**src/rtl/serial_subtractor.sv**
```systemverilog
// Bit-serial subtractor: diff = a - b - b_in, LSB first, one bit per clock.
// Ports: clk, rst_n, start, a, b, b_in in; busy, done, diff, b_out (+ovf if SERIAL_SUB_OVF_EN) out.
module serial_subtractor #(
  parameter int WIDTH = 8
) (
  input  logic             clk,
  input  logic             rst_n,
  input  logic             start,
  input  logic [WIDTH-1:0] a,
  input  logic [WIDTH-1:0] b,
  input  logic             b_in,
  output logic             busy,
  output logic             done,
  output logic [WIDTH-1:0] diff,
  output logic             b_out
`ifdef SERIAL_SUB_OVF_EN
  ,
  output logic             ovf
`endif
);

  localparam int CW = $clog2(WIDTH) + 1;

  typedef enum logic {
    IDLE,
    SHIFT
  } state_t;

  state_t state, state_nxt;

  logic [WIDTH-1:0] sa, sb, sr;
  logic             br;
  logic [CW-1:0]    cnt;
  logic             accept, last;
  logic             d, br_nxt;

  // one full-subtractor cell on the current LSBs
  assign d      = sa[0] ^ sb[0] ^ br;
  assign br_nxt = (~sa[0] & sb[0]) | (~(sa[0] ^ sb[0]) & br);

  always_comb begin
    state_nxt = state;
    accept    = 1'b0;
    last      = 1'b0;
    busy      = 1'b0;
    unique case (state)
      IDLE: begin
        if (start) begin
          accept    = 1'b1;
          state_nxt = SHIFT;
        end
      end
      SHIFT: begin
        busy = 1'b1;
        if (cnt == CW'(WIDTH - 1)) begin
          last      = 1'b1;
          state_nxt = IDLE;
        end
      end
      default: state_nxt = IDLE;
    endcase
  end

  always_ff @(posedge clk or negedge rst_n) begin
    if (!rst_n) state <= IDLE;
    else        state <= state_nxt;
  end

  always_ff @(posedge clk or negedge rst_n) begin
    if (!rst_n) begin
      sa    <= '0;
      sb    <= '0;
      sr    <= '0;
      br    <= 1'b0;
      cnt   <= '0;
      diff  <= '0;
      b_out <= 1'b0;
      done  <= 1'b0;
    end else begin
      done <= 1'b0;
      if (accept) begin
        sa  <= a;
        sb  <= b;
        br  <= b_in;
        cnt <= '0;
      end else if (state == SHIFT) begin
        sa  <= sa >> 1;
        sb  <= sb >> 1;
        sr  <= {d, sr[WIDTH-1:1]};
        br  <= br_nxt;
        cnt <= cnt + 1'b1;
        if (last) begin
          diff  <= {d, sr[WIDTH-1:1]};
          b_out <= br_nxt;
          done  <= 1'b1;
        end
      end
    end
  end

`ifdef SERIAL_SUB_OVF_EN
  // operand sign bits are shifted out, so keep copies for the final check
  logic a_msb, b_msb;

  always_ff @(posedge clk or negedge rst_n) begin
    if (!rst_n) begin
      a_msb <= 1'b0;
      b_msb <= 1'b0;
      ovf   <= 1'b0;
    end else begin
      if (accept) begin
        a_msb <= a[WIDTH-1];
        b_msb <= b[WIDTH-1];
      end
      // d is the result MSB on the last bit
      if (last) ovf <= (a_msb != b_msb) && (d != a_msb);
    end
  end
`endif

endmodule

```
**config.mk**
```make
export PLATFORM = sky130hd
export DESIGN_NAME = serial_subtractor
export DESIGN_NICKNAME = d
export VERILOG_FILES = /design/src/rtl/serial_subtractor.sv
export SDC_FILE = /design/constraint.sdc
export NUM_CORES = 1
export LEC_CHECK = 0
export CORE_AREA = 2 2 71 79
export DETAILED_ROUTE_END_ITERATION = 6
export DIE_AREA = 0 0 73 81
export SLEW_MARGIN = 30
export SYNTH_ARGS = -nofsm -noshare
export SYNTH_HDL_FRONTEND = slang
export SYNTH_SLANG_ARGS = --single-unit
```
**constraint.sdc**
```tcl
create_clock -name clk -period 1.7 [get_ports clk]
set_input_delay 0.17 -clock clk [delete_from_list [all_inputs] [get_ports clk]]
set_output_delay 0.17 -clock clk [all_outputs]
set_load 0.02 [all_outputs]
```
==> results of run 1 <==
[final cells by class]
class / instances / area [sq um] / share of cell area [%]
Multi-Input combinational cell: 81 / 637 / 29.8
Inverter: 4 / 15.0 / 0.703
Sequential cell: 39 / 976 / 45.7
Clock buffer: 7 / 76.3 / 3.58
Tap cell: 60 / 75.1 / 3.52
Clock inverter: 1 / 5.00 / 0.234
Timing Repair Buffer: 37 / 350 / 16.4
[logic make-up (layout without fill, tap and decap cells)]
| kind of cell | Yosys count | after routing | share of synthesized area, % |
|---|---|---|---|
| flops | 39 | 39 | 57.9 |
| mux | 32 | 32 | 21.8 |
| simple gates | 25 | 25 | 7.13 |
| compound gates | 22 | 22 | 6.98 |
| buf+inv | 12 | 49 | 4.31 |
| fa+ha+maj | 2 | 2 | 1.93 |
[state kept, by name, summed over array words and instances (netlist names)]
| signal | cells |
|---|---|
| b_out | 1 |
| br | 1 |
| cnt | 4 |
| diff | 8 |
| done | 1 |
| sa | 8 |
| sb | 8 |
| sr | 7 |
| state | 1 |
[cells in the final DEF (no fill, tap or decap), types with 2 or more instances in the layout]
cell type,n
clkbuf_8,5
nor2_1,4
mux2_2,9
o21ai_0,17
inv_1,4
nor2b_1,2
buf_4,6
a21oi_1,2
mux2_4,7
mux2i_1,16
nand2_1,17
clkbuf_1,2
dfrtp_1,39
clkdlybuf4s50_1,29
[worst reg2reg max path: cells and delay by family (launching register included)]
family        cells  cell delay (ns)
mux               1             0.38
flops             1             0.39
simple gates      1             0.27
fa+ha+maj         1             0.25
[layer usage]
| metal | share of wire (%) | wire length, microns | up-vias |
|---|---|---|---|
| li1 | - | - | 521 |
| met1 | 41 | 1250 | 535 |
| met2 | 53 | 1590 | 26 |
| met3 | 3.6 | 110 | 8 |
| met4 | 2.3 | 70 | 0 |
| met5 | 0 | 0 | - |
[metrics by stage]
step | power, mW | area (sq um) | util [%] | instances
after floorplan | 2.55 | 1690 | - | 132
after global placement | 2.96 | 2040 | 39.1 | 220
after detailed placement | 3.06 | 2040 | 39.1 | 220
after CTS | 3.66 | 2130 | 40.9 | 229
after global routing | 3.89 | 2130 | 40.9 | 229
final | 3.61 | 2130 | 40.9 | 229
[power by group]
| part | leakage (nW) | total [mW] | internal [mW] | switching (mW) |
|---|---|---|---|---|
| clock network | 0.0422 | 0.587 | 0.288 | 0.299 |
| registers | 0.491 | 1.58 | 1.33 | 0.252 |
| logic | 0.476 | 1.44 | 0.791 | 0.650 |
[final timing paths]
| kind | to | start | cells after the start | slack (ns) |
|---|---|---|---|---|
| max | busy | state | 1 | 0.22 |
| max reg2reg | diff[1] | cnt[0] | 3 | 0.30 |
| min reg2reg | sb[2] | sb[3] | 2 | 0.48 |
| max in group asynchronous | sb[1] | rst_n | 3 | 0.89 |
| min in group clk | sb[2] | sb[3] | 2 | 0.48 |
| min | diff[1] | rst_n | 3 | 0.48 |
[cells in the mapped netlist]
library cell / n
mux2_4: 7
nand3_1: 1
buf_4: 1
nor2_1: 4
inv_1: 4
fa_1: 1
a21oi_1: 2
o22ai_1: 1
buf_2: 1
dfrtp_1: 39
clkbuf_1: 3
nand2_1: 17
nand4b_4: 1
ha_1: 1
a22o_1: 1
o21ai_0: 17
mux2i_1: 16
buf_6: 3
nor2b_1: 2
a211oi_1: 1
mux2_2: 9
[what timing repair did]
action | in CTS | in global routing
hold endpoints to repair | 39 | 0
resized for setup | 0 | 0
endpoints found under the setup margin | 0 | 0
hold buffers | 1 | 0
==> impl_metrics.tcl, run 1 <==
set metrics [dict create \
    numCtsBuffers 5 \
    grt.met2_usage_pct 20.2 \
    hold_viol 0 \
    fin_crit_ns 1.48 \
    slowest_stage "clkdlybuf4s50_1" \
    crit_required_ns 1.53 \
    grt_first_pass_wirelength_mm 5.35 \
    skew_ns 0.00561 \
    vias_per_cell 4.76 \
    synth-seq-area-share_pct 57.9 \
    rows 28 \
    outcome "finished, final reports clean" \
    p_leak_nw 1.01 \
    worstSetupStartpointType "flip-flop" \
    drv_slew 0 \
    cp-end-kind "output pin" \
    tightest_slew_ns 0.482 \
    cap_viol_max_count 0 \
    die_area_sq_mm 0.00591 \
    hold_path_class "input port to async pin" \
    drt_iter0_markers 53 \
    post_cts_buffers 0 \
    yosys_warnings 0 \
    dp_hpwl_mm 2.22 \
    grt_util_met1_pct 13.9 \
    synth_area_leaders "dfrtp_1, mux2i_1, mux2_4" \
    timing.final.crit_share_pct 86.9 \
    max_stage_delay_ns 0.62 \
    root_buffer "clkbuf_8" \
    p_per_area_mw_per_mm2 1690 \
    start_util_pct 32.3 \
    grt_pass1_vias 1145 \
    busiest_layer "met2" \
    synth_top_area_share_pct 57.9 \
    setup_tns_ns 0 \
    wl_mm 3.03 \
    clk_pin_slew_worst_paths_ns 0.07 \
    nets 190 \
    rsz0062_at_grt "no" \
    worstSetupPathType "flip-flop to output pin" \
    synthesis.area_sq_mm 0.00169 \
    grt-ovfl-total 0 \
    holdWs_ns 0.483 \
    ant_nets 0 \
    clock-sinks 39 \
    setup_viol 0 \
    drc_errors 0 \
    crit_chain "clkdlybuf4s50_1" \
    maxSlewHeadroom_pct 67.9 \
    antenna_cells 0 \
    yosysUniqueCellTypes 21 \
    cp.buffers_inverters 1 \
    ir_drop_mv 0.513 \
    grtUsageMet3_pct 3.10 \
    ios 31 \
    grt_antenna_before_repair 0 \
    via_count 1090 \
    htree_levels 2 \
    io_buffers 30 \
    cpLargestDelayFamily "buffers and inverters" \
    ys_seq_elements 39 \
    die_h_microns 81 \
    cp_max_fo 4 \
    cts_max_path_buffers 2 \
    cts_tree "done" \
    synth_top_cell_by_area "dfrtp_1" \
    syn_avg_cell_area_sq_um 12.8 \
    max_clock_freq_ghz 0.677 \
    clock_latency_ns 0.29 \
    dr.pass1.iters 6 \
    die_x_microns 73 \
    layout-drive-gt1-share_pct 17.8 \
    areaGrowthSynthToFinish_pct 26.7 \
    fillerInstances 489 \
    wl_per_cell_microns 13.2 \
    syn-instance-count 132 \
    syn_nets 154 \
    coreArea_sq_mm 0.00522 \
    grt_max_degree 40 \
    track_usage_pct 12.0 \
    gp_congestion 0.690 \
    pre_cts_slack_ns 0.305 \
    cp_data_arrival_time_ns 1.31 \
    fin_ws_ns 0.223 \
]
No activity file was read; power rests on OpenSTA's default activity.
==> run 2: changes to the inputs <==
--- a/config.mk
+++ b/config.mk
@@ -5,9 +5,9 @@
 export SDC_FILE = /design/constraint.sdc
 export NUM_CORES = 1
 export LEC_CHECK = 0
-export CORE_AREA = 2 2 71 79
+export CORE_AREA = 2 2 68 83
 export DETAILED_ROUTE_END_ITERATION = 6
-export DIE_AREA = 0 0 73 81
+export DIE_AREA = 0 0 70 85
 export SLEW_MARGIN = 30
 export SYNTH_ARGS = -nofsm -noshare
 export SYNTH_HDL_FRONTEND = slang
==> impl_metrics.tcl, run 2 (synthesized netlist as in run 1, its figures left out) <==
set metrics [dict create \
    cp.buffers_inverters 1 \
    hold_path_class "input port to async pin" \
    htree_levels 2 \
    reg2reg_depth 3 \
    crit_required_ns 1.53 \
    die_area_sq_mm 0.00595 \
    hold_buffers 1 \
    r2r-end "diff[6]" \
    fin_crit_ns 1.52 \
    ios 31 \
    numCtsBuffers 5 \
    p_leak_nw 1.02 \
    worstSetupStartpointType "flip-flop" \
    stdcell_count 231 \
    coreArea_sq_mm 0.00515 \
    max_stage_delay_ns 0.64 \
    grt_max_degree 40 \
    clock-sinks 39 \
    dp_hpwl_mm 2.03 \
    grt_pass1_vias 1077 \
    outcome "finished, final reports clean" \
    p_per_area_mw_per_mm2 1730 \
    drt_iter0_markers 54 \
    holdWs_ns 0.444 \
    clk_pin_slew_worst_paths_ns 0.07 \
    antenna_cells 0 \
    grt_first_pass_wirelength_mm 4.95 \
    slowest_stage "clkdlybuf4s50_1" \
    via_count 1047 \
    tightest_slew_ns 0.487 \
    cp-startpoint "state" \
    cap_viol_max_count 0 \
    nets 190 \
    vias_per_cell 4.53 \
    setup_tns_ns 0 \
    die_h_microns 85 \
    drv_slew 0 \
    grt_antenna_before_repair 0 \
    layout-drive-gt1-share_pct 18.9 \
    rows 29 \
    die_x_microns 70 \
    cpLargestDelayFamily "buffers and inverters" \
    setup_viol 0 \
    ir_drop_mv 0.609 \
    regToRegSetupSlack_ns 0.31 \
    post_cts_buffers 0 \
    drc_errors 0 \
    hold_viol 0 \
    reg_top3 "diff (8), sa (8), sb (8)" \
    maxSlewHeadroom_pct 67.6 \
    root_buffer "clkbuf_8" \
    worstSetupPathType "flip-flop to output pin" \
    clock_latency_ns 0.29 \
    timing.final.crit_share_pct 89.6 \
    cts_max_path_buffers 2 \
    cts_tree "done" \
    gp_congestion 0.701 \
    rsz0062_at_grt "no" \
    cp-end-kind "output pin" \
    cts_resized 0 \
    max_clock_freq_ghz 0.657 \
    grt-ovfl-total 0 \
    final_common_cell "dfrtp_1" \
    track_usage_pct 10.5 \
    io_buffers 30 \
    start_util_pct 32.7 \
    worstReg2RegStart "cnt[0]" \
    ant_nets 0 \
    skew_ns 0.0135 \
    areaGrowthSynthToFinish_pct 28.7 \
    wl_mm 2.73 \
    final_cell_mix "dfrtp_1, clkdlybuf4s50_1, nand2_1, o21ai_0, mux2i_1" \
    dr.pass1.iters 3 \
    crit_chain "clkdlybuf4s50_1" \
    wl_per_cell_microns 11.8 \
    dp_cells 222 \
    cp_data_arrival_time_ns 1.35 \
    cp_max_fo 5 \
]
## run 2: cell types whose count changed in the layout (fill, tap and decap cells not counted), sizes merged
cell | previous run | this run
clkbuf | 7 | 5
clkinv | 1 | 2
bufinv | 0 | 1
## run 2: final cells by class
| class | count | area (sq um) |
|---|---|---|
| Timing Repair Buffer | 37 | 350 |
| Inverter | 4 | 15.0 |
| Multi-Input combinational cell | 81 | 637 |
| Sequential cell | 39 | 976 |
| Fill cell | 503 | 2980 |
| Clock buffer | 5 | 68.8 |
| Tap cell | 62 | 77.6 |
| Clock inverter | 3 | 43.8 |
## run 2: worst max-delay path by stage
stage	endpoint	slack (ns)	cells after the start
detailed placement	diff[6]	0.29	3
CTS	busy	0.16	1
floorplan	diff[0]	0.40	4
global placement	diff[0]	0.31	3
finish	busy	0.18	1
global route	busy	0.12	1
## run 2: power by group
part           internal, mW  switching (mW)
combinational         0.788           0.616
clock                 0.437           0.323
sequential             1.33           0.251
total                  2.56            1.19
## run 2: metrics by stage
step / utilization, % / cell area, sq um / total power, mW / worst slack (ns)
4_1_cts: 42.1 / 2170 / 3.81 / 0.162
6_report: 42.1 / 2170 / 3.75 / 0.177
3_5_place_dp: 39.7 / 2050 / 3.04 / 0.295
5_1_grt: 42.1 / 2170 / 4.04 / 0.115
3_3_place_gp: 39.7 / 2050 / 2.98 / 0.308
2_1_floorplan: - / 1690 / 2.55 / 0.399
## run 2: per-layer routing
layer | track usage [%] | up-vias | share of wire (%)
li1 | - | 522 | -
met1 | 12.3 | 493 | 44
met2 | 17.5 | 26 | 49
met3 | 4.16 | 6 | 6.0
met4 | 4.20 | 0 | 1.7
met5 | 0 | - | 0
## run 2: worst reg2reg max path: stages, from the launching register on
cell and delay (ns):
dfrtp_1 0.38, ha_1 0.26, nand4b_4 0.27, mux2_4 0.37
